**config.mk**
```make
export PLATFORM = sky130hd
export DESIGN_NAME = ce_gen_prog
export DESIGN_NICKNAME = d
export VERILOG_FILES = /design/src/rtl/ce_gen_prog.sv
export SDC_FILE = /design/constraint.sdc
export NUM_CORES = 1
export LEC_CHECK = 0
export ABC_AREA = 0
export CAP_MARGIN = 20
export CORE_MARGIN = 10
export CORE_UTILIZATION = 55
export DETAILED_ROUTE_END_ITERATION = 8
export GPL_ROUTABILITY_DRIVEN = 1
export GPL_TIMING_DRIVEN = 1
export PLACE_DENSITY = 0.87
export SLEW_MARGIN = 10
export SYNTH_ARGS = -nofsm -noshare
export SYNTH_HDL_FRONTEND = slang
export SYNTH_SLANG_ARGS = --single-unit
```
**constraint.sdc**
```tcl
create_clock -name clk -period 3.4 [get_ports clk]
set_input_delay 0.68 -clock clk [delete_from_list [all_inputs] [get_ports clk]]
set_output_delay 0.68 -clock clk [all_outputs]
set_load 0.01 [all_outputs]
```
**src/rtl/ce_gen_prog.sv**
```systemverilog
// Two-stage clock-enable generator: free-running prescaler plus a programmable
// periodic/one-shot strobe stage. Optional define: CE_GEN_RESYNC_EN (start re-phases the prescaler).
module ce_gen_prog #(
  parameter int FCLK  = 50000000,
  parameter int FBASE = 1000,
  parameter int PW    = 16
) (
  input  logic          clk,
  input  logic          rst,
  input  logic          en,
  input  logic          start,
  input  logic          mode,
  input  logic [PW-1:0] period,
  output logic          ce_base,
  output logic          ce_out,
  output logic          busy,
  output logic [PW-1:0] remain
);

  localparam int DIV = FCLK / FBASE;
  localparam int CW  = (DIV < 2) ? 1 : $clog2(DIV);
  localparam logic [CW-1:0] PC_TOP = CW'(DIV - 1);

  if (DIV < 2) begin : g_div_chk
    $error("ce_gen_prog: FCLK/FBASE must be at least 2");
  end

  typedef enum logic {
    IDLE = 1'b0,
    RUN  = 1'b1
  } state_e;

  state_e        state_q, state_d;
  logic [CW-1:0] pc_q, pc_d;
  logic [PW-1:0] dc_q, dc_d;
  logic [PW-1:0] plen_q, plen_d;
  logic          pmode_q, pmode_d;
  logic          busy_q, busy_d;

  logic pc_zero;
  logic dc_zero;
  logic run;

  assign pc_zero = (pc_q == '0);
  assign dc_zero = (dc_q == '0);
  assign run     = (state_q == RUN);

  assign ce_base = en & pc_zero;
  assign ce_out  = en & run & dc_zero & pc_zero & ~start;
  assign busy    = busy_q;
  assign remain  = dc_q;

  always_comb begin
    pc_d = pc_q;
    if (en) begin
      pc_d = pc_zero ? PC_TOP : pc_q - CW'(1);
    end
`ifdef CE_GEN_RESYNC_EN
    if (start) begin
      pc_d = PC_TOP;
    end
`else
`endif
  end

  always_comb begin
    state_d = state_q;
    dc_d    = dc_q;
    plen_d  = plen_q;
    pmode_d = pmode_q;
    unique case (state_q)
      IDLE: begin
        if (start && period != '0) begin
          plen_d  = period;
          pmode_d = mode;
          dc_d    = period - PW'(1);
          state_d = RUN;
        end
      end
      RUN: begin
        // a restart swallows any base strobe of the same cycle
        if (start) begin
          if (period != '0) begin
            plen_d  = period;
            pmode_d = mode;
            dc_d    = period - PW'(1);
          end else begin
            dc_d    = '0;
            state_d = IDLE;
          end
        end else if (ce_base) begin
          if (!dc_zero) begin
            dc_d = dc_q - PW'(1);
          end else if (pmode_q) begin
            state_d = IDLE;
          end else begin
            dc_d = plen_q - PW'(1);
          end
        end
      end
      default: state_d = IDLE;
    endcase
    busy_d = (state_d == RUN);
  end

  always_ff @(posedge clk) begin
    if (rst) begin
      state_q <= IDLE;
      pc_q    <= PC_TOP;
      dc_q    <= '0;
      plen_q  <= '0;
      pmode_q <= 1'b0;
      busy_q  <= 1'b0;
    end else begin
      state_q <= state_d;
      pc_q    <= pc_d;
      dc_q    <= dc_d;
      plen_q  <= plen_d;
      pmode_q <= pmode_d;
      busy_q  <= busy_d;
    end
  end

endmodule

```
Yosys cells after proc, flatten, opt, wreduce, memory -nomap -nowiden
Index checks and enable logic that the tools add are counted.
{ "op_classes": {"add_sub_neg": 4, "n_eq_ne": 5, "n_mux": 23, "bitwise": 7, "reduce_logical": 6} }
{ "op_table": {"columns": ["op", "n"], "rows": [
  ["$mux 16", 10],
  ["$pmux 16 s2", 2],
  ["$sub 16x1->16 const B", 4],
  ["$logic_not 16->1", 2],
  ["$reduce_bool 16->1", 1],
  ["$mux 1", 9],
  ["$reduce_and 3->1", 2],
  ["$and 1x1->1", 5],
  ["$ne 2x2->1 const B", 2],
  ["$ne 4x4->1 const B", 1],
  ["$pmux 1 s2", 2],
  ["$ne 3x3->1 const B", 1],
  ["$ne 2x1->1 const B", 1],
  ["$not 1->1", 2],
  ["$logic_and 1x1->1", 1]
]} }
{ "totals": {"regBits": 50, "in_bits": 21, "output_inout_bits": 19, "wordCells": 50} }

Longest topological paths before layout
{ "logic_depth": {"ltp_word": 6, "ltp_mapped": 12, "depth_no_buf": 10} }

Worst setup path before layout
No wires, ideal clock.
{ "synth_timing": {"path_kind": "flip-flop to flip-flop", "startpoint": "register dc_q[6] (netlist: remain[6])", "endpoint": "register dc_q[14] (netlist: remain[14])", "setup_time_ns": 0.127, "arrival_ns": 2.956, "required_ns": 3.273, "setup_slack_ns": 0.317, "stages_incl_launch_ff": 13, "n_path_buf": 2, "period_less_slack_ns": 3.083, "path_cell_list": "dfxtp_1 or3_1 clkbuf_1 nor2_1 and2_1 clkbuf_1 a21oi_1 ha_1 nand2_1 a211oi_1 nand2_1 o221a_2 or3_1"} }
{ "synth_between": {"elab_chain_cells": 5, "elab_cells_between_ends": 8, "cone_classes": "1 x add/sub; 1 x eq/ne; 4 x mux; 2 x reduce/logical"} }
{ "synth_lines": {"columns": ["element", "line_no", "rtl"], "rows": [
  ["from (decl)", "35", "logic [PW-1:0] dc_q, dc_d;"],
  ["from (signal assigned)", "110", "dc_q <= '0;"],
  ["from (signal assigned)", "117", "dc_q <= dc_d;"],
  ["$sub 16x1->16 or $logic_not 16->1 (tied branches)", "93, 45", null],
  ["$mux 16", "92", "if (!dc_zero) begin"],
  ["$mux 16", "91", "end else if (ce_base) begin"],
  ["$mux 16", "82", "if (start) begin"],
  ["$pmux 16 s2", "71", "unique case (state_q)"]
]} }
Parallel ways exist; a longest one is shown, timed or not. The select of a mux whose other input is x is not followed.
A chain may end at the register's enable or synchronous reset.

Worst setup path in the final report
{ "layout_timing": {"startpoint": "register dc_q[13] (netlist: remain[13])", "endpoint": "output port ce_out"} }
{ "layout_between": {"elab_chain_cells": 4} }
{ "layout_lines": {"columns": ["element", "line_no", "rtl"], "rows": [
  ["$logic_not 16->1", "45", "assign dc_zero = (dc_q == '0);"],
  ["$and 1x1->1 (3 in a row)", "49", "assign ce_out = en & run & dc_zero & pc_zero & ~start;"],
  ["to (decl)", "15", "output logic ce_out,"]
]} }
Every way passes these cells.

==> results.tsv <==
stage	metric	value	unit
yosys	synth_fa_ha_area_share	1.58	%
yosys	ys.flop_type	dfxtp_1	
sta	worstMarginPinSlew	656	ps
sta	max_freq	0.305	GHz
floorplan	num_rows	27	
drt	detail_route.vias_per_cell	6.53	
yosys	synth-xor-area-share	8.31	%
sta	rsz0062_at_grt	no	
floorplan	die_h	95.8	um
sta	finalCritPeriodShare	96.4	%
drt	first_pass_iters	5	
yosys	synth-simple-area-share	29.0	%
yosys	asyncSetResetFlopFracSynth	0	%
yosys	yosys_warns	0	
floorplan	io_pins	40	
worst_setup_path	cell_chain_of_the_critical_path	or4_1, nor4_2, and2_2, and3_1, clkdlybuf4s50_1	
worst_setup_path	timing.setup.critical_path_class	register to primary output	
global_routing	tot_gr_track_use	20.9	%
global_routing	grt-ovfl-total	0	
drt	wire_per_inst	18.0	um
placed_design	place_inst	523	
yosys	syn_inst	412	
power_and_ir_drop	powerDensity	370	nW/um2
final_layout	synthToLayoutAreaGrowth	21.4	%
placed_design	post-place-ws	21.8	ps
sta	fin_tns_setup	0	ps
floorplan	die-area	9180	um2
final_layout	final-instance-count-excl-fill	530	
global_routing	grt_pass1_vias	3237	
worst_setup_path	worst-endpoint-arrival	2600	ps
yosys	synth.avg_cell_area	7.68	um2
drt	remaining_drc_errors	0	
placed_design	io_buffer_count	39	
power_and_ir_drop	static_leak	1.44	nW
floorplan	die_x	95.8	um
final_layout	layout-drive-gt1-share	11.6	%
yosys	synth.yosys.seq_area_share	31.6	%
yosys	yosysTopAreaCellShare	31.6	%
final_layout	final_nets	483	
worst_hold_path	hold_class	register to register	
drt	vias	3462	
clocking	root_buffer	clkbuf_8	
placed_design	postPlaceCellArea	3730	um2
floorplan	initial_utilization	57.1	%
run	cap_violations	0	
clocking	ctsLongestPathBuffers	2	
yosys	synth_seq_cells	50	
final_layout	diodes	0	
placed_design	hpwlAfterDp	6950	um
clocking	cts_post_setup_buffers_inserted	0	
worst_setup_path	critical_path_endpoint_category	primary output	
floorplan	coreArea	5540	um2
clocking	post_cts_hold_buffer_count	0	
drt	detail-route-antenna-nets	0	
clocking	clock_tree_from_tritoncts	yes	
power_and_ir_drop	worst_ir_drop_vdd	0.358	mV
final_layout	layout.filler_cells	443	
worst_setup_path	timing.critical_path.required	2720	ps
yosys	syn_area	3160	um2
yosys	synth-edff-count	0	
sta	drv_slew	0	
sta	finalWorstPathRequiredPeriod	3280	ps
yosys	post_synth_mux_area_share	0.672	%
yosys	synth_area_leader_cell	dfxtp_1	
global_routing	grt_antenna_before_repair	0	
sta	setup-violations-final	0	
worst_setup_path	path_max_fanout	6	
clocking	post_cts.resized_instances	0	
sta	slew-limit-headroom	56.0	%
drt	drt_wl_total	9540	um
worst_setup_path	setup.reg_to_reg.worst_slack	310	ps
worst_setup_path	cp-start-kind	register	
clocking	ctsHtreeMaxLevel	2	
status	outcome	completed	
yosys	ranking_of_synthesized_cells_by_area	dfxtp_1 (32%), nand2_1 (7.4%), nor2_1 (5.7%), a21oi_1 (5.2%), xor2_1 (4.4%)	
worst_setup_path	cp_slowest_stage_delay	610	ps
global_routing	wire_length_of_the_first_global_routing_pass	15500	um
drt	drt_iter0_drc	412	
placed_design	gp_routability_congestion	0.938	
yosys	net_count_after_synthesis	437	
clocking	clk_transition_reported_paths	90	ps
final_layout	cell_area_after_layout	3840	um2
clocking	clock_sink_count	50	
worst_setup_path	critical_path.slowest_cell	or4_1	
global_routing	grt_max_degree	24	
sta	worst_slack	124	ps
clocking	worst_skew_pair.late_latency	310	ps
sta	final.setup_skew	7.61	ps
sta	hold_viol	0	
yosys	synthesized_area_fraction_occupied_by_ao_oa_aoi_and_oai_cells	23.8	%
yosys	post_synth_num_cell_types	74	
yosys	synth_top_family_by_area	simple AND/OR/NAND/NOR gates	
clocking	tritoncts_buffer_count	5	
==> worst paths after layout <==
| path | start | to | depth (start not counted) |
|---|---|---|---|
| max | remain[13] | ce_out | 5 |
| min | plen_q[10] | plen_q[10] | 2 |
| max reg2reg | remain[6] | remain[14] | 11 |
| min reg2reg | plen_q[10] | plen_q[10] | 2 |
==> placed cells by master (no fill, tap or decap), types with 8 or more instances in the layout <==
| master | instances |
|---|---|
| a21oi_1 | 33 |
| a31oi_1 | 17 |
| buf_4 | 24 |
| clkdlybuf4s50_1 | 39 |
| dfxtp_1 | 50 |
| inv_1 | 10 |
| nand2_1 | 62 |
| nor2_1 | 48 |
| nor3_1 | 15 |
| nor4_1 | 9 |
| or4_1 | 8 |
| xnor2_1 | 14 |
| xor2_1 | 16 |
==> logic make-up (layout without fill, tap and decap cells) <==
kind of cell    after synthesis  after routing
xor+xnor                     30             30
simple gates                184            184
mux                           2              2
fa+ha+maj                     4              4
compound gates              107            107
buf+inv                      35             81
flops                        50             50
==> worst max-delay path, delay by kind of cell, from the launching register on <==
| family | cells | cell delay (ps) |
|---|---|---|
| DFF | 1 | 380 |
| and+or+nand+nor | 4 | 1370 |
| buffers and inverters | 1 | 530 |
==> per-layer routing <==
layer  track usage, %  up-vias  wire length, um
met1             24.8     1553             3660
li1                 -     1605                -
met2             34.8      240             4400
met5                0        -                0
met4             10.2        0              433
met3             4.82       64             1040
==> cells in the mapped netlist, types with 3 or more instances <==
| cell | count |
|---|---|
| nor3_1 | 15 |
| o21ai_0 | 6 |
| ha_1 | 4 |
| nor4_1 | 9 |
| and2_1 | 3 |
| or4_1 | 8 |
| xor2_1 | 16 |
| nand3_1 | 7 |
| a31oi_1 | 17 |
| nor2_1 | 48 |
| clkbuf_1 | 12 |
| buf_2 | 7 |
| or3_1 | 5 |
| a221oi_1 | 4 |
| nand2_1 | 62 |
| a211oi_1 | 6 |
| o211ai_1 | 4 |
| inv_1 | 10 |
| nand4_1 | 3 |
| a22oi_1 | 4 |
| xnor2_1 | 14 |
| a21oi_1 | 33 |
| a21o_1 | 3 |
| dfxtp_1 | 50 |
==> metrics by stage <==
step           util [%]  total power, mW  hold WS [ps]
2_1_floorplan         -            0.864           440
3_3_place_gp       67.3            0.995           454
3_5_place_dp       67.3             1.00           473
4_1_cts            69.2             1.41           485
5_1_grt            69.3             1.48           514
6_report           69.3             1.42           490
==> power breakdown <==
group / switching, mW / internal, mW / total [mW]
combinational: 0.193 / 0.154 / 0.346
sequential: 0.0449 / 0.613 / 0.658
clock: 0.201 / 0.217 / 0.417
==> layout make-up <==
cell class | instances | area (um2) | share of cell area [%]
Sequential cell | 50 | 1000 | 26.1
Multi-Input combinational cell | 327 | 2010 | 52.4
Inverter | 10 | 37.5 | 0.978
Tap cell | 72 | 90.1 | 2.35
Timing Repair Buffer | 64 | 591 | 15.4
Clock inverter | 2 | 38.8 | 1.01
Clock buffer | 5 | 68.8 | 1.79
==> flip-flops by register name (all words and copies together) (netlist names) <==
register,cells
plen_q,16
busy,1
pmode_q,1
remain,16
pc_q,16
No activity file was read; power rests on OpenSTA's default activity.
